## src/rtl/sram_ctrl.sv

```systemverilog
// Synchronous initiator for an asynchronous SRAM: one request at a time,
// sequenced as setup, a WAIT_CYCLES-long chip-select window, hold, then response.
module sram_ctrl #(
    parameter int ADDR_WIDTH  = 8,
    parameter int DATA_WIDTH  = 8,
    parameter int WAIT_CYCLES = 2
) (
    input  logic                  clk,
    input  logic                  rst,
    input  logic                  req_valid,
    output logic                  req_ready,
    input  logic                  req_we,
    input  logic [ADDR_WIDTH-1:0] req_addr,
    input  logic [DATA_WIDTH-1:0] req_wdata,
    output logic                  rsp_valid,
    input  logic                  rsp_ready,
    output logic [DATA_WIDTH-1:0] rsp_rdata,
    output logic [ADDR_WIDTH-1:0] mem_address,
    output logic                  mem_cs,
    output logic                  mem_we,
    output logic                  mem_oe,
    output logic [DATA_WIDTH-1:0] mem_data_in,
    input  logic [DATA_WIDTH-1:0] mem_data_out
);

    if (WAIT_CYCLES < 1) begin : g_bad_wait
        $error("sram_ctrl: WAIT_CYCLES must be >= 1");
    end

    localparam int CNT_W = $clog2(WAIT_CYCLES + 1);
    localparam logic [CNT_W-1:0] CNT_LOAD = CNT_W'(WAIT_CYCLES - 1);

    typedef enum logic [2:0] {
        S_IDLE,
        S_SETUP,
        S_ACCESS,
        S_HOLD,
        S_RESP
    } state_t;

    state_t                  state_q, state_d;
    logic [CNT_W-1:0]        cnt_q, cnt_d;
    logic                    we_q, we_d;
    logic [ADDR_WIDTH-1:0]   addr_q, addr_d;
    logic [DATA_WIDTH-1:0]   wdata_q, wdata_d;
    logic                    cs_q, cs_d;
    logic                    mwe_q, mwe_d;
    logic                    oe_q, oe_d;
    logic                    rsp_valid_q, rsp_valid_d;
    logic [DATA_WIDTH-1:0]   rsp_rdata_q, rsp_rdata_d;

    // Every register is loaded with the value it must show in the next state,
    // so the mem_* pins are glitch-free registered outputs.
    always_comb begin
        state_d     = state_q;
        cnt_d       = cnt_q;
        we_d        = we_q;
        addr_d      = addr_q;
        wdata_d     = wdata_q;
        cs_d        = cs_q;
        mwe_d       = mwe_q;
        oe_d        = oe_q;
        rsp_valid_d = rsp_valid_q;
        rsp_rdata_d = rsp_rdata_q;
        case (state_q)
            S_IDLE: begin
                if (req_valid) begin
                    we_d    = req_we;
                    addr_d  = req_addr;
                    wdata_d = req_we ? req_wdata : '0;
                    state_d = S_SETUP;
                end
            end
            S_SETUP: begin
                cnt_d   = CNT_LOAD;
                cs_d    = 1'b1;
                mwe_d   = we_q;
                oe_d    = !we_q;
                state_d = S_ACCESS;
            end
            S_ACCESS: begin
                if (cnt_q == '0) begin
                    cs_d        = 1'b0;
                    mwe_d       = 1'b0;
                    oe_d        = 1'b0;
                    rsp_rdata_d = we_q ? '0 : mem_data_out;
                    state_d     = S_HOLD;
                end else begin
                    cnt_d = cnt_q - CNT_W'(1);
                end
            end
            S_HOLD: begin
                rsp_valid_d = 1'b1;
                state_d     = S_RESP;
            end
            S_RESP: begin
                if (rsp_ready) begin
                    rsp_valid_d = 1'b0;
                    state_d     = S_IDLE;
                end
            end
            default: state_d = S_IDLE;
        endcase
    end

    always_ff @(posedge clk) begin
        if (rst) begin
            state_q     <= S_IDLE;
            cnt_q       <= '0;
            we_q        <= 1'b0;
            addr_q      <= '0;
            wdata_q     <= '0;
            cs_q        <= 1'b0;
            mwe_q       <= 1'b0;
            oe_q        <= 1'b0;
            rsp_valid_q <= 1'b0;
            rsp_rdata_q <= '0;
        end else begin
            state_q     <= state_d;
            cnt_q       <= cnt_d;
            we_q        <= we_d;
            addr_q      <= addr_d;
            wdata_q     <= wdata_d;
            cs_q        <= cs_d;
            mwe_q       <= mwe_d;
            oe_q        <= oe_d;
            rsp_valid_q <= rsp_valid_d;
            rsp_rdata_q <= rsp_rdata_d;
        end
    end

    assign req_ready   = (state_q == S_IDLE) && !rst;
    assign rsp_valid   = rsp_valid_q;
    assign rsp_rdata   = rsp_rdata_q;
    assign mem_address = addr_q;
    assign mem_cs      = cs_q;
    assign mem_we      = mwe_q;
    assign mem_oe      = oe_q;
    assign mem_data_in = wdata_q;

endmodule

```

## config.mk

```make
export PLATFORM = sky130hd
export DESIGN_NAME = sram_ctrl
export DESIGN_NICKNAME = d
export VERILOG_FILES = /design/src/rtl/sram_ctrl.sv
export SDC_FILE = /design/constraint.sdc
export NUM_CORES = 1
export LEC_CHECK = 0
export BUFFER_PORTS_ARGS = -buffer_cell sky130_fd_sc_hd__buf_2
export CORE_MARGIN = 3
export CORE_UTILIZATION = 47
export DETAILED_ROUTE_END_ITERATION = 8
export MAX_ROUTING_LAYER = met4
export PLACE_DENSITY = 0.75
export RECOVER_POWER = 25
export SYNTH_ARGS = -nofsm -noshare
export SYNTH_HDL_FRONTEND = slang
export SYNTH_SLANG_ARGS = --single-unit
```

## constraint.sdc

```tcl
create_clock -name clk -period 1.9 [get_ports clk]
set_input_delay 0.285 -clock clk [delete_from_list [all_inputs] [get_ports clk]]
set_output_delay 0.285 -clock clk [all_outputs]
set_load 0.02 [all_outputs]
```

---- Word-level counts from Yosys, hierarchy flattened ----
Index checks and enable logic that the tools add are counted.
storage, ports and cells
  register bits after elaboration ......... 34
  output and inout port bits .............. 29
  word-level logic and storage cells ...... 46
operators by class
  $add $sub $neg .......................... 1
  equality and inequality tests ........... 8
  multiplexer cells ....................... 14
  reductions and logical operators ........ 13
operators by type and width
  kind                                                 count
  2-to-1 mux 8 bit                                     2
  one-hot mux 3 bit (5 select lines)                   1
  AND reduction 2 bit                                  5
  2-to-1 mux 3 bit                                     3
  != test 2 bit, second input constant                 4
  one-hot mux 1 bit (2 select lines)                   4
  equality test 3 x 2 -> 1 bit, second input constant  2
  one-hot mux 2 bit (2 select lines)                   1
  nonzero test 2 bit                                   2
  equality test 3 x 1 -> 1 bit, second input constant  1
  equality test 3 bit, second input constant           1
  logical NOT 3 bit                                    1
  AND reduction 3 bit                                  1
  logical NOT 1 bit                                    2
  logical NOT 2 bit                                    1
  2-to-1 mux 1 bit                                     2
  2-to-1 mux 2 bit                                     1
  subtractor 2 x 1 -> 2 bit, second input constant     1
  logical AND 1 bit                                    1

---- Logic depth before layout (Yosys ltp) ----
Gate-level depths: netlist of the first run.
  depth in word-level cells ............... 3
  depth in mapped cells ................... 6

---- Worst setup path before layout of the first run ----
No wires, ideal clock.
  path kind ............................... reg2out
  from .................................... reg state_q[0]
  to ...................................... out req_ready
  arrival time ............................ 1.325 ns
  slack ................................... 0.290 ns
  stages on the path, launching flop included .. 4
  path buffers ............................ 2
  cell sequence ........................... dfxtp_1 buf_2 buf_2 nor4_1
between the ends
  word-level cells in the longest chain between the ends .. 2
ends and longest elaborated chain
  element                   RTL line  source
  start: declaration        41        state_t state_q, state_d;
  start signal: assignment  119       state_q <= state_d;
  logical NOT 3 bit         132       assign req_ready = (state_q == S_IDLE) && !rst;
  logical AND 1 bit         132
  end: declaration          11        output logic req_ready,
Every way passes these cells.

---- Worst setup path in the final report of the first run ----
  from .................................... reg state_q[1]
  to ...................................... out req_ready
Same word-level chain as after synthesis.

==> impl_metrics.py, run 1 <==
metrics = {
    "place": {
        "gp_congestion": 0.743,
        "dp_hpwl_um": 2480,
        "numPortBuffers": 57,
        "dp.cells": 248,
    },
    "timing": {
        "hold_viol_final": 0,
        "setup_tns_ps": 0,
        "finClkSkew_ps": 9.42,
        "fin_crit_ps": 1630,
        "grt_setup_unrepaired": "false",
        "fmax_mhz": 614,
        "max-slew-margin-rel_pct": 64.7,
        "setup_viol": 0,
        "finalMaxSlewViolations": 0,
        "worst_pin_slew_ps": 529,
        "fin_crit_sh_pct": 85.8,
    },
    "grt": {
        "grt_pass1_wl_um": 5210,
        "grt_max_degree": 23,
        "grt_pass1_vias": 1208,
        "overflow": 0,
        "grt_usage_pct": 19.6,
        "antenna_found_initial": 0,
    },
    "worst_setup_path": {
        "worstPathRequired_ps": 1620,
        "cpPeakStageDelay_ps": 340,
        "cp_slowest_cell": "dfxtp_1",
        "arrival_ps": 1340,
        "crit_buf_inv": 2,
        "path_delay_family": "buffers and inverters",
        "start_kind": "flip-flop",
        "worstPathCellList": "buf_4 -> nor4_1 -> buf_2",
        "cp_max_fo": 20,
        "cp-end-kind": "output port",
        "criticalPathCategory": "reg -> out",
    },
    "routing": {
        "wl_um": 3490,
        "drc": 0,
        "drt_iter0_drc": 58,
        "wl_per_cell_um": 13.6,
        "viasPerCell": 5.36,
        "antenna_left": 0,
        "route.vias.total": 1371,
        "drt_pre_antenna_iters": 4,
    },
    "outcome": {
        "status": "completed",
    },
    "yosys": {
        "synth_area_mm2": 0.00144,
        "yosysWarnings": 0,
        "ys_seq_area_share_pct": 47.3,
        "synth_seq_cells": 34,
        "syn_nets": 200,
        "syn_inst": 170,
        "synth.distinct_cells": 29,
        "avgSynthCellArea_um2": 8.47,
    },
    "die": {
        "core_mm2": 0.00283,
        "fp.dieW_um": 61.4,
        "start_util_pct": 50.9,
        "rows": 19,
        "num_io_pins": 58,
        "die_area_mm2": 0.00376,
        "dieHeight_um": 61.4,
    },
    "cts": {
        "path_clk_slew_ps": 110,
        "ctsHtreeMaxLevel": 2,
        "clk_latency_ps": 340,
        "cts_resized": 0,
        "cts_sinks": 34,
        "cts_tree": "yes",
        "cts_root_buffer": "clkbuf_4",
        "numCtsBuffers": 5,
        "post_cts_buffers": 0,
        "cts_hold_buffers": 0,
        "cts_buffer_depth": 2,
    },
    "layout": {
        "final_common_cell": "buf_2",
        "fin_cells": 256,
        "num_antenna_cells": 0,
        "area_growth_pct": 24.1,
        "layout.nets": 254,
        "final_cell_mix": "44 x buf_2, 34 x a21oi_1, 34 x nand2_1, 34 x dfxtp_1, 13 x clkbuf_1",
        "drive_gt1_share_pct": 28.4,
    },
    "pwr": {
        "switching_share_pct": 31.0,
        "p_int_w": 0.00120,
        "p_per_area_mw_per_mm2": 976,
        "clockPowerShare_pct": 30.5,
        "leakagePower_nw": 0.718,
        "irDropWorstVdd_uv": 735,
        "p_total_w": 0.00174,
        "combPwrFrac_pct": 23.3,
        "p_seq_share_pct": 46.2,
        "switching_power_w": 0.000540,
    },
    "worst_hold_path": {
        "hold_path_class": "in -> reg",
    },
    "flow_run": {
        "max_cap_violations": 0,
    },
}
## per-stage QoR
step | cell area (µm²) | utilization, % | hold WS, ps | worst slack, ps
2_1_floorplan | 1440 | - | 421 | 290
3_3_place_gp | 1720 | 60.8 | 437 | 433
3_5_place_dp | 1720 | 60.8 | 446 | 354
4_1_cts | 1800 | 63.7 | 156 | 251
5_1_grt | 1790 | 63.2 | 146 | 142
6_report | 1790 | 63.2 | 171 | 270
## area by class of cell
class | instances | area (µm²)
fillers | 253 | 1040
flip-flops and latches | 34 | 681
multi-input cells | 117 | 659
repair buffers | 63 | 314
clock inverters | 3 | 45.0
well taps | 31 | 38.8
clock buffers | 5 | 37.5
inverters | 3 | 11.3
## layer usage
metal,part of all wire (%),GRT usage [%],wire [µm],vias to the layer above
li1,-,-,-,694
met4,0.54,6.97,19,0
met2,52,33.7,1800,43
met5,0,-,0,-
met3,6.0,7.55,208,2
met1,42,20.4,1460,632
## registers in the layout (all words and copies together) (netlist names)
name	flops
mem_oe	1
mem_we	1
cnt_q	2
rsp_rdata	8
mem_cs	1
rsp_valid	1
mem_address	8
mem_data_in	8
we_q	1
state_q	3
## worst paths after layout
kind,startpoint,to,slack [ps],cells after the start
worst max-delay path,state_q[1],req_ready,270,3
worst max register to register,cnt_q[0],cnt_q[1],320,5
worst min-delay path,req_addr[5],mem_address[5],170,3
worst min register to register,mem_address[1],mem_address[1],460,2
## logic make-up after synthesis
group / Yosys count / synth area share [%]
AOI/OAI and AO/OA: 40 / 14.8
xor gates and xnor gates: 1 / 0.608
adders and majority gates: 1 / 0.869
buffers and inverters: 19 / 6.95
DFF: 34 / 47.3
muxes: 1 / 0.695
and+or+nand+nor: 74 / 28.8
## tightest hold or removal path, cell delays in order
cell     delay, ps
buf_2           90
nand2_1         40
a21oi_1         50
## power groups by stage
stage / registers, W / clock network (W) / logic (W)
3_5_place_dp: 0.000821 / 0 / 0.000411
6_report: 0.000806 / 0.000531 / 0.000406
3_3_place_gp: 0.000817 / 0 / 0.000394
5_1_grt: 0.000813 / 0.000574 / 0.000447
2_1_floorplan: 0.000874 / 0 / 0.000246
4_1_cts: 0.000805 / 0.000545 / 0.000413
## cells in the mapped netlist
library cell | number | area, µm²
a211oi_1 | 1 | 7.51
a21oi_1 | 34 | 170
a21oi_2 | 1 | 8.76
a31oi_1 | 1 | 6.26
buf_1 | 1 | 3.75
buf_2 | 5 | 25.0
buf_6 | 3 | 33.8
clkbuf_1 | 7 | 26.3
dfxtp_1 | 34 | 681
ha_1 | 1 | 12.5
inv_1 | 3 | 11.3
mux2i_1 | 1 | 10.0
nand2_1 | 34 | 128
nand2b_1 | 3 | 18.8
nand3_1 | 7 | 35.0
nand3_2 | 1 | 10.0
nand3b_1 | 10 | 75.1
nand4bb_1 | 1 | 11.3
nor2_1 | 2 | 7.51
nor3_1 | 5 | 25.0
nor4_1 | 4 | 25.0
nor4b_1 | 1 | 8.76
nor4b_4 | 1 | 23.8
nor4bb_1 | 1 | 10.0
o21ai_0 | 2 | 10.0
o21ba_2 | 1 | 10.0
or3b_2 | 2 | 17.5
or4b_1 | 2 | 20.0
xnor2_1 | 1 | 8.76
Note: power is estimated with default switching activity, not from simulation.
==> inputs of run 2 (changes only) <==
- CORE_UTILIZATION: 47 -> 40
- HOLD_SLACK_MARGIN: not set -> 0.06
- PLACE_DENSITY: 0.75 -> 0.65
==> impl_metrics.py, run 2 (synthesis gave the netlist of run 1 again) <==
metrics = {
    "pwr": {
        "p_per_area_mw_per_mm2": 912,
        "p_seq_share_pct": 49.4,
        "switching_share_pct": 32.3,
        "p_int_w": 0.00110,
        "leakagePower_nw": 0.717,
        "irDropWorstVdd_uv": 401,
        "combPwrFrac_pct": 24.5,
        "switching_power_w": 0.000527,
        "clockPowerShare_pct": 26.1,
    },
    "timing": {
        "worst_pin_slew_ps": 553,
        "setup_tns_ps": 0,
        "fin_crit_sh_pct": 83.7,
        "finClkSkew_ps": 11.6,
        "finalMaxSlewViolations": 0,
        "fin_crit_ps": 1590,
        "hold_viol_final": 0,
        "fmax_mhz": 629,
        "grt_setup_unrepaired": "false",
        "max-slew-margin-rel_pct": 63.2,
        "setup_viol": 0,
    },
    "worst_setup_path": {
        "rr_worst_depth": 5,
        "start_kind": "flip-flop",
        "criticalPathCategory": "reg -> out",
        "arrival_ps": 1310,
        "worstPathRequired_ps": 1620,
        "cp_max_fo": 20,
        "cp-end-kind": "output port",
    },
    "cts": {
        "cts_hold_buffers": 0,
        "numCtsBuffers": 5,
        "cts_resized": 0,
        "post_cts_buffers": 0,
        "cts_sinks": 34,
        "path_clk_slew_ps": 110,
        "clk_latency_ps": 340,
        "cts_root_buffer": "clkbuf_4",
        "ctsHtreeMaxLevel": 2,
        "cts_buffer_depth": 2,
        "cts_tree": "yes",
    },
    "routing": {
        "antenna_left": 0,
        "viasPerCell": 4.99,
        "wl_per_cell_um": 12.2,
        "drc": 0,
        "drt_iter0_drc": 46,
        "wl_um": 3300,
        "drt_pre_antenna_iters": 4,
        "route.vias.total": 1352,
    },
    "layout": {
        "drive_gt1_share_pct": 28.4,
        "fin_area_mm2": 0.00179,
        "n_fill_cell": 341,
        "num_antenna_cells": 0,
        "fin_cells": 271,
        "layout.nets": 254,
        "register_area_um2": 681,
        "final_cell_mix": "44 x buf_2, 34 x a21oi_1, 34 x nand2_1, 34 x dfxtp_1, 13 x clkbuf_1",
        "final_common_cell": "buf_2",
        "area_growth_pct": 24.1,
        "utilization_pct": 52.7,
        "multi_input_area_um2": 659,
    },
    "worst_hold_path": {
        "hold_path_class": "in -> reg",
        "hold_depth": 3,
    },
    "place": {
        "dp_hpwl_um": 2310,
        "numPortBuffers": 57,
        "gp_congestion": 0.765,
        "dp.cells": 263,
        "place_area_mm2": 0.00174,
    },
    "grt": {
        "grt_usage_pct": 16.2,
        "grt_pass1_wl_um": 5300,
        "overflow": 0,
        "grt_max_degree": 22,
        "antenna_found_initial": 0,
        "grt_pass1_vias": 1167,
    },
    "flow_run": {
        "max_cap_violations": 0,
    },
    "die": {
        "dieHeight_um": 66,
        "start_util_pct": 42.5,
        "num_io_pins": 58,
        "rows": 21,
        "core_mm2": 0.00339,
        "die_area_mm2": 0.00436,
        "fp.dieW_um": 66,
    },
    "outcome": {
        "status": "completed",
    },
}
## run 2: cell count changes in the layout (fill, tap and decap cells not counted), sizes merged
cell / delta
bufinv: -1
clkbuf: +1
clkinv: +1
clkinvlp: -1
## run 2: worst paths after layout
path,slack (ps),from,endpoint
setup / recovery,310,state_q[1],req_ready
hold / removal,180,req_addr[1],mem_address[1]
setup reg to reg,330,cnt_q[0],cnt_q[1]
hold reg to reg,450,rsp_rdata[4],rsp_rdata[4]
## run 2: layout make-up
cell class	count	area share [%]
multi-input combinational	117	36.9
inverter	3	0.630
clock inverter	2	0.700
clock buffer	6	2.87
timing repair buffer	63	17.6
sequential	34	38.1
tap	46	3.22
## run 2: power by group through the flow
stage          logic, W  registers [W]  clock network [W]
6_report       0.000399       0.000806           0.000426
5_1_grt        0.000446       0.000814           0.000472
4_1_cts        0.000408       0.000806           0.000447
3_5_place_dp   0.000407       0.000821                  0
3_3_place_gp   0.000405       0.000820                  0
2_1_floorplan  0.000246       0.000874                  0
## run 2: metrics by stage
stage / power, W / hold WS (ps) / worst slack [ps]
floorplan: 0.00112 / 421 / 290
global placement: 0.00123 / 437 / 376
detailed placement: 0.00123 / 441 / 345
CTS: 0.00166 / 163 / 286
global route: 0.00173 / 165 / 232
finish: 0.00163 / 179 / 310
## run 2: worst max-delay path, cell delays in order (launching register included)
cell     delay (ps)
dfxtp_1         330
buf_4           200
nor4_1          240
buf_2           200
## run 2: per-layer routing
layer	global-route usage [%]	vias to the layer above	routed length, µm
li1	-	697	-
met1	18.9	611	1500
met2	26.0	37	1560
met3	5.27	7	177
met4	6.35	0	65
met5	-	-	0
